<file path="config.mk">
export PLATFORM = sky130hd
export DESIGN_NAME = noc_input_port
export DESIGN_NICKNAME = d
export VERILOG_FILES = /design/src/rtl/noc_pkg.sv /design/src/rtl/xy_route_calc.sv /design/src/rtl/noc_input_port.sv
export SDC_FILE = /design/constraint.sdc
export NUM_CORES = 1
export LEC_CHECK = 0
export ABC_AREA = 0
export BUFFER_PORTS_ARGS = -buffer_cell sky130_fd_sc_hd__buf_4
export CORE_MARGIN = 2
export CORE_UTILIZATION = 54
export CTS_BUF_LIST = sky130_fd_sc_hd__clkbuf_16
export DETAILED_ROUTE_END_ITERATION = 8
export PLACE_DENSITY_LB_ADDON = 0.1
export SLEW_MARGIN = 40
export SYNTH_ARGS = -nofsm -noshare
export SYNTH_HDL_FRONTEND = slang
export SYNTH_SLANG_ARGS = --single-unit
export TNS_END_PERCENT = 1
</file>
<file path="constraint.sdc">
create_clock -name clk -period 4 [get_ports clk]
set_clock_uncertainty 0.2 [all_clocks]
set_input_delay 0.2 -clock clk [delete_from_list [all_inputs] [get_ports clk]]
set_output_delay 0.2 -clock clk [all_outputs]
set_load 0.03 [all_outputs]
</file>
<file path="src/rtl/noc_pkg.sv">
// Shared flit layout and route-label encodings for the NoC router ports.
package noc_pkg;
  localparam int DATASIZE_DEF = 40;

  localparam int SRC_MSB  = 39;
  localparam int SRC_LSB  = 36;
  localparam int DST_MSB  = 35;
  localparam int DST_LSB  = 32;
  localparam int TS_MSB   = 31;
  localparam int TS_LSB   = 24;
  localparam int DATA_MSB = 23;
  localparam int DATA_LSB = 2;
  localparam int TYPE_MSB = 1;
  localparam int TYPE_LSB = 0;

  localparam logic [3:0] LBL_LOCAL = 4'b0000;
  localparam logic [3:0] LBL_NONE  = 4'b1111;

  // One-hot position of each output direction in the {W,N,E,S} label
  localparam int DIR_W = 3;
  localparam int DIR_N = 2;
  localparam int DIR_E = 1;
  localparam int DIR_S = 0;
endpackage

</file>
<file path="src/rtl/xy_route_calc.sv">
// XY dimension-order route: resolve x first, then y; all-zero label means eject locally.
module xy_route_calc
  import noc_pkg::*;
#(
  parameter int X_COORD = 0,
  parameter int Y_COORD = 0
) (
  input  logic [3:0] dst,
  output logic [3:0] label
);
  localparam logic [1:0] XC = 2'(X_COORD);
  localparam logic [1:0] YC = 2'(Y_COORD);

  logic [1:0] dx, dy;
  assign dx = dst[3:2];
  assign dy = dst[1:0];

  always_comb begin
    label = LBL_LOCAL;
    if (dx > XC)      label[DIR_E] = 1'b1;
    else if (dx < XC) label[DIR_W] = 1'b1;
    else if (dy > YC) label[DIR_N] = 1'b1;
    else if (dy < YC) label[DIR_S] = 1'b1;
  end
endmodule

</file>
<file path="src/rtl/noc_input_port.sv">
// Router input port: show-ahead flit FIFO with registered back-pressure and
// XY route label for the head flit.
module noc_input_port
  import noc_pkg::*;
#(
  parameter int DEPTH    = 8,
  parameter int WIDTH    = 3,
  parameter int DATASIZE = DATASIZE_DEF,
  parameter int X_COORD  = 0,
  parameter int Y_COORD  = 0
) (
  input  logic                clk,
  input  logic                rst_n,
  input  logic                in_valid,
  input  logic [DATASIZE-1:0] in_data,
  output logic                full,
  input  logic                ready,
  output logic [3:0]          label,
  output logic [DATASIZE-1:0] data_out,
  output logic [WIDTH:0]      count
);
  localparam logic [WIDTH:0] DEPTH_C = (WIDTH+1)'(DEPTH);

  logic [DATASIZE-1:0] mem [DEPTH];
  logic [WIDTH-1:0]    wr_ptr, rd_ptr;
  logic                empty, push, pop;
  logic [3:0]          route_lbl;

  // full comes only from the registered count so upstream sees no comb path
  assign full  = (count == DEPTH_C);
  assign empty = (count == '0);
  assign push  = in_valid & ~full;
  assign pop   = ready & ~empty;

  always_ff @(posedge clk) begin
    if (!rst_n) begin
      wr_ptr <= '0;
      rd_ptr <= '0;
      count  <= '0;
    end else begin
      if (push) wr_ptr <= wr_ptr + 1'b1;
      if (pop)  rd_ptr <= rd_ptr + 1'b1;
      case ({push, pop})
        2'b10:   count <= count + 1'b1;
        2'b01:   count <= count - 1'b1;
        default: count <= count;
      endcase
    end
  end

  always_ff @(posedge clk) begin
    if (push) mem[wr_ptr] <= in_data;
  end

  assign data_out = empty ? '0 : mem[rd_ptr];

  xy_route_calc #(
    .X_COORD (X_COORD),
    .Y_COORD (Y_COORD)
  ) u_route (
    .dst   (data_out[DST_MSB:DST_LSB]),
    .label (route_lbl)
  );

  assign label = empty ? LBL_NONE : route_lbl;
endmodule

</file>
==> reports/results.txt <==
PostCTS Resize Cnt -> 0
FF-to-FF path depth -> 5
P_sw -> 2810 uW
postcts setup bufs -> 0
Root Buffer -> clkbuf_16
Residual DRC -> 0
CTS tree -> built
core area -> 23500 um2
HPWL Detailed -> 13700 um
family with the most delay on the worst path -> flip-flops
Flop pwr share -> 41.6%
RSZ-0062 raised after global routing -> no
leading area contributor after synthesis -> edfxtp_1
Clk network pwr share -> 35.0%
synthesized flop and latch total -> 333
Clk pin slew, worst setup/hold paths -> 0.06 ns
GPL Wtd Cong -> 0.809
Crit path depth -> 5
fin crit period -> 3.25 ns
dpl cells -> 1005
Hold Crit Class -> in2reg
Finished Layout Cells -> 1115
GRT Util Overall -> 20.0%
Cell Rows -> 56
1st-pass router iterations -> 4
final setup vio count -> 0
combinational share of power -> 23.4%
initial antenna violation count -> 0
Critical Path End -> data_out[5]
area grow syn2layout -> 22.0%
Final ANT Viol Nets -> 0
Startpoint Class -> flop
Max Clk Rate -> 308 MHz
drt total wl -> 24400 um
largest net degree at the start of global routing -> 55
Post-synth EDFFs -> 320
Final Cycle Share -> 81.3%
initial DRC count -> 350
Area contributors post-synth -> edfxtp_1 (74%), mux4_2 (13%), mux2i_1 (3.2%), dfxtp_1 (2.0%), nor2_1 (1.7%)
count of cell types in the netlist -> 38
Syn Std Cell Area -> 12900 um2
R2R Setup Slk -> 1.15 ns
top cells by count, synth -> edfxtp_1 (320), mux4_2 (77), nor2_1 (59)
wire per inst -> 21.9 um
Max VDD drop -> 0.528 mV
FF-to-FF Start -> count[1]$_SDFFE_PN0P_
Req. time, crit path -> 3.60 ns
Final Max Tran Viols -> 0
count leader, synth -> edfxtp_1
Least-Margin Pin Slew -> 0.806 ns
Core Util, Final -> 67.1%
CP max stage delay -> 0.87 ns
top cell type's share of synthesized area -> 74.2%
Setup CP Type -> reg2out
Post-Syn Nets -> 657
IO Port Bufs -> 92
Power Dens Cells -> 631 nW/um2
outcome -> completed
final hold vios -> 0
io pins -> 93
diode count -> 0
DIE AREA -> 25200 um2
routed vias -> 6251
CTS sink cnt -> 333
crit end category -> output port
Die H -> 159 um
CP bufs+invs -> 2
Synth Instances -> 608
first-pass GRT wire length -> 38700 um
reg-to-reg endpoint -> mem[4][19]$_DFFE_PP_
crit-path max FO -> 54
synth warn -> 0
Net Sw Frac -> 28.1%
via count of the first global-routing pass -> 6806
Main synth FF type -> edfxtp_1
gr ovfl total -> 0
most used cell, CP -> buf_4
Die X -> 159 um
layout cells sized above 1 -> 31.7%
CTS max path bufs -> 3
layout net count -> 817
P_leak -> 0.00520 uW
Avg Cell Area, Syn -> 21.3 um2
hold-fix buffers at CTS -> 44
Clk Latency, worst-skew pair -> 0.49 ns
htree depth -> 2
Int Pwr -> 7160 uW
initial core utilization -> 55.0%
fraction of registers with async set/reset -> 0%
crit-path cells -> buf_4, mux4_2, mux2i_1, nor2_1, buf_4
Num CTS Buffers -> 36
crit path DAT -> 2.85 ns
max cap viols -> 0
Crit-path slowest cell -> dfxtp_4
post-synthesis sequential area ratio -> 76.2%
routed vias/inst -> 5.61
number of fillers in the final layout -> 1605
slew margin rel. -> 46.2%
-- cells by family after synthesis --
| group | Yosys count | share of synthesized area [%] |
|---|---|---|
| mux | 122 | 17.2 |
| compound gates | 12 | 0.570 |
| flops | 333 | 76.2 |
| fa+ha+maj | 5 | 0.483 |
| xor+xnor | 6 | 0.406 |
| buf+inv | 34 | 1.56 |
| simple gates | 96 | 3.53 |
-- registers in the layout, summed over array words and instances, names as in the netlist, named ones only --
signal / count
mem: 320
count: 4
rd_ptr: 3
wr_ptr: 3
-- cell usage in the layout, fill, tap and decap left out, types with 6 or more instances in the layout --
cell / n
mux2i_1: 42
nand2_1: 7
dlygate4sd3_1: 44
inv_1: 8
bufinv_16: 8
nor2_1: 53
edfxtp_1: 320
buf_4: 106
clkbuf_16: 37
nor2_4: 6
dfxtp_1: 10
clkinv_1: 8
mux4_2: 77
-- worst reg2reg max path, delay by kind of cell, from the launching register on --
family	cells	cell delay [ns]
AND/OR/NAND/NOR	4	1.32
buffers and inverters	1	0.45
flip-flops	1	0.53
-- metrics by stage --
step	power [uW]	hold slack, ns	area [um2]	worst slack (ns)	TNS, ns
after floorplan	5740	0.0989	13000	-0.465	-18.59
after global placement	6490	0.227	14100	1.21	0
after detailed placement	6540	0.237	14100	1.10	0
after CTS	10100	0.248	15800	0.715	0
after global routing	10400	0.269	15800	0.617	0
final	9960	0.273	15800	0.748	0
-- layer usage --
metal | vias to the layer above | track usage [%] | wire [um]
li1 | 2818 | - | -
met1 | 3244 | 27.0 | 10100
met2 | 162 | 34.2 | 12800
met3 | 27 | 3.61 | 1120
met4 | 0 | 5.29 | 386
met5 | - | 0 | 0
-- area by class of cell --
cell class                 count  area, um2  area share, %
clock inverter                29        349           2.21
clock buffer                  37        926           5.86
tap                          319        399           2.53
multi-input combinational    241       2940           18.6
sequential                   333       9880           62.5
timing repair buffer         153       1300           8.20
inverter                       3       11.3         0.0713
-- worst min-delay path by stage --
stage                     cells after the start                   end  slack [ns]        start
after global placement                        1   mem[6][5]$_DFFE_PP_        0.23   in_data[5]
after global routing                          2  mem[2][15]$_DFFE_PP_        0.27  in_data[15]
after detailed placement                      1  mem[0][15]$_DFFE_PP_        0.24  in_data[15]
final                                         2  mem[7][10]$_DFFE_PP_        0.27  in_data[10]
after floorplan                               0   mem[0][0]$_DFFE_PP_         0.1   in_data[0]
after CTS                                     2   mem[1][6]$_DFFE_PP_        0.25   in_data[6]
-- power by group through the flow --
stage / Clock (uW) / Combinational (uW) / Sequential [uW]
6_report: 3490 / 2340 / 4140
5_1_grt: 3700 / 2490 / 4170
4_1_cts: 3550 / 2360 / 4150
3_3_place_gp: 0 / 2280 / 4210
3_5_place_dp: 0 / 2320 / 4220
2_1_floorplan: 0 / 1610 / 4130
Power figures use the tool's default switching activity.
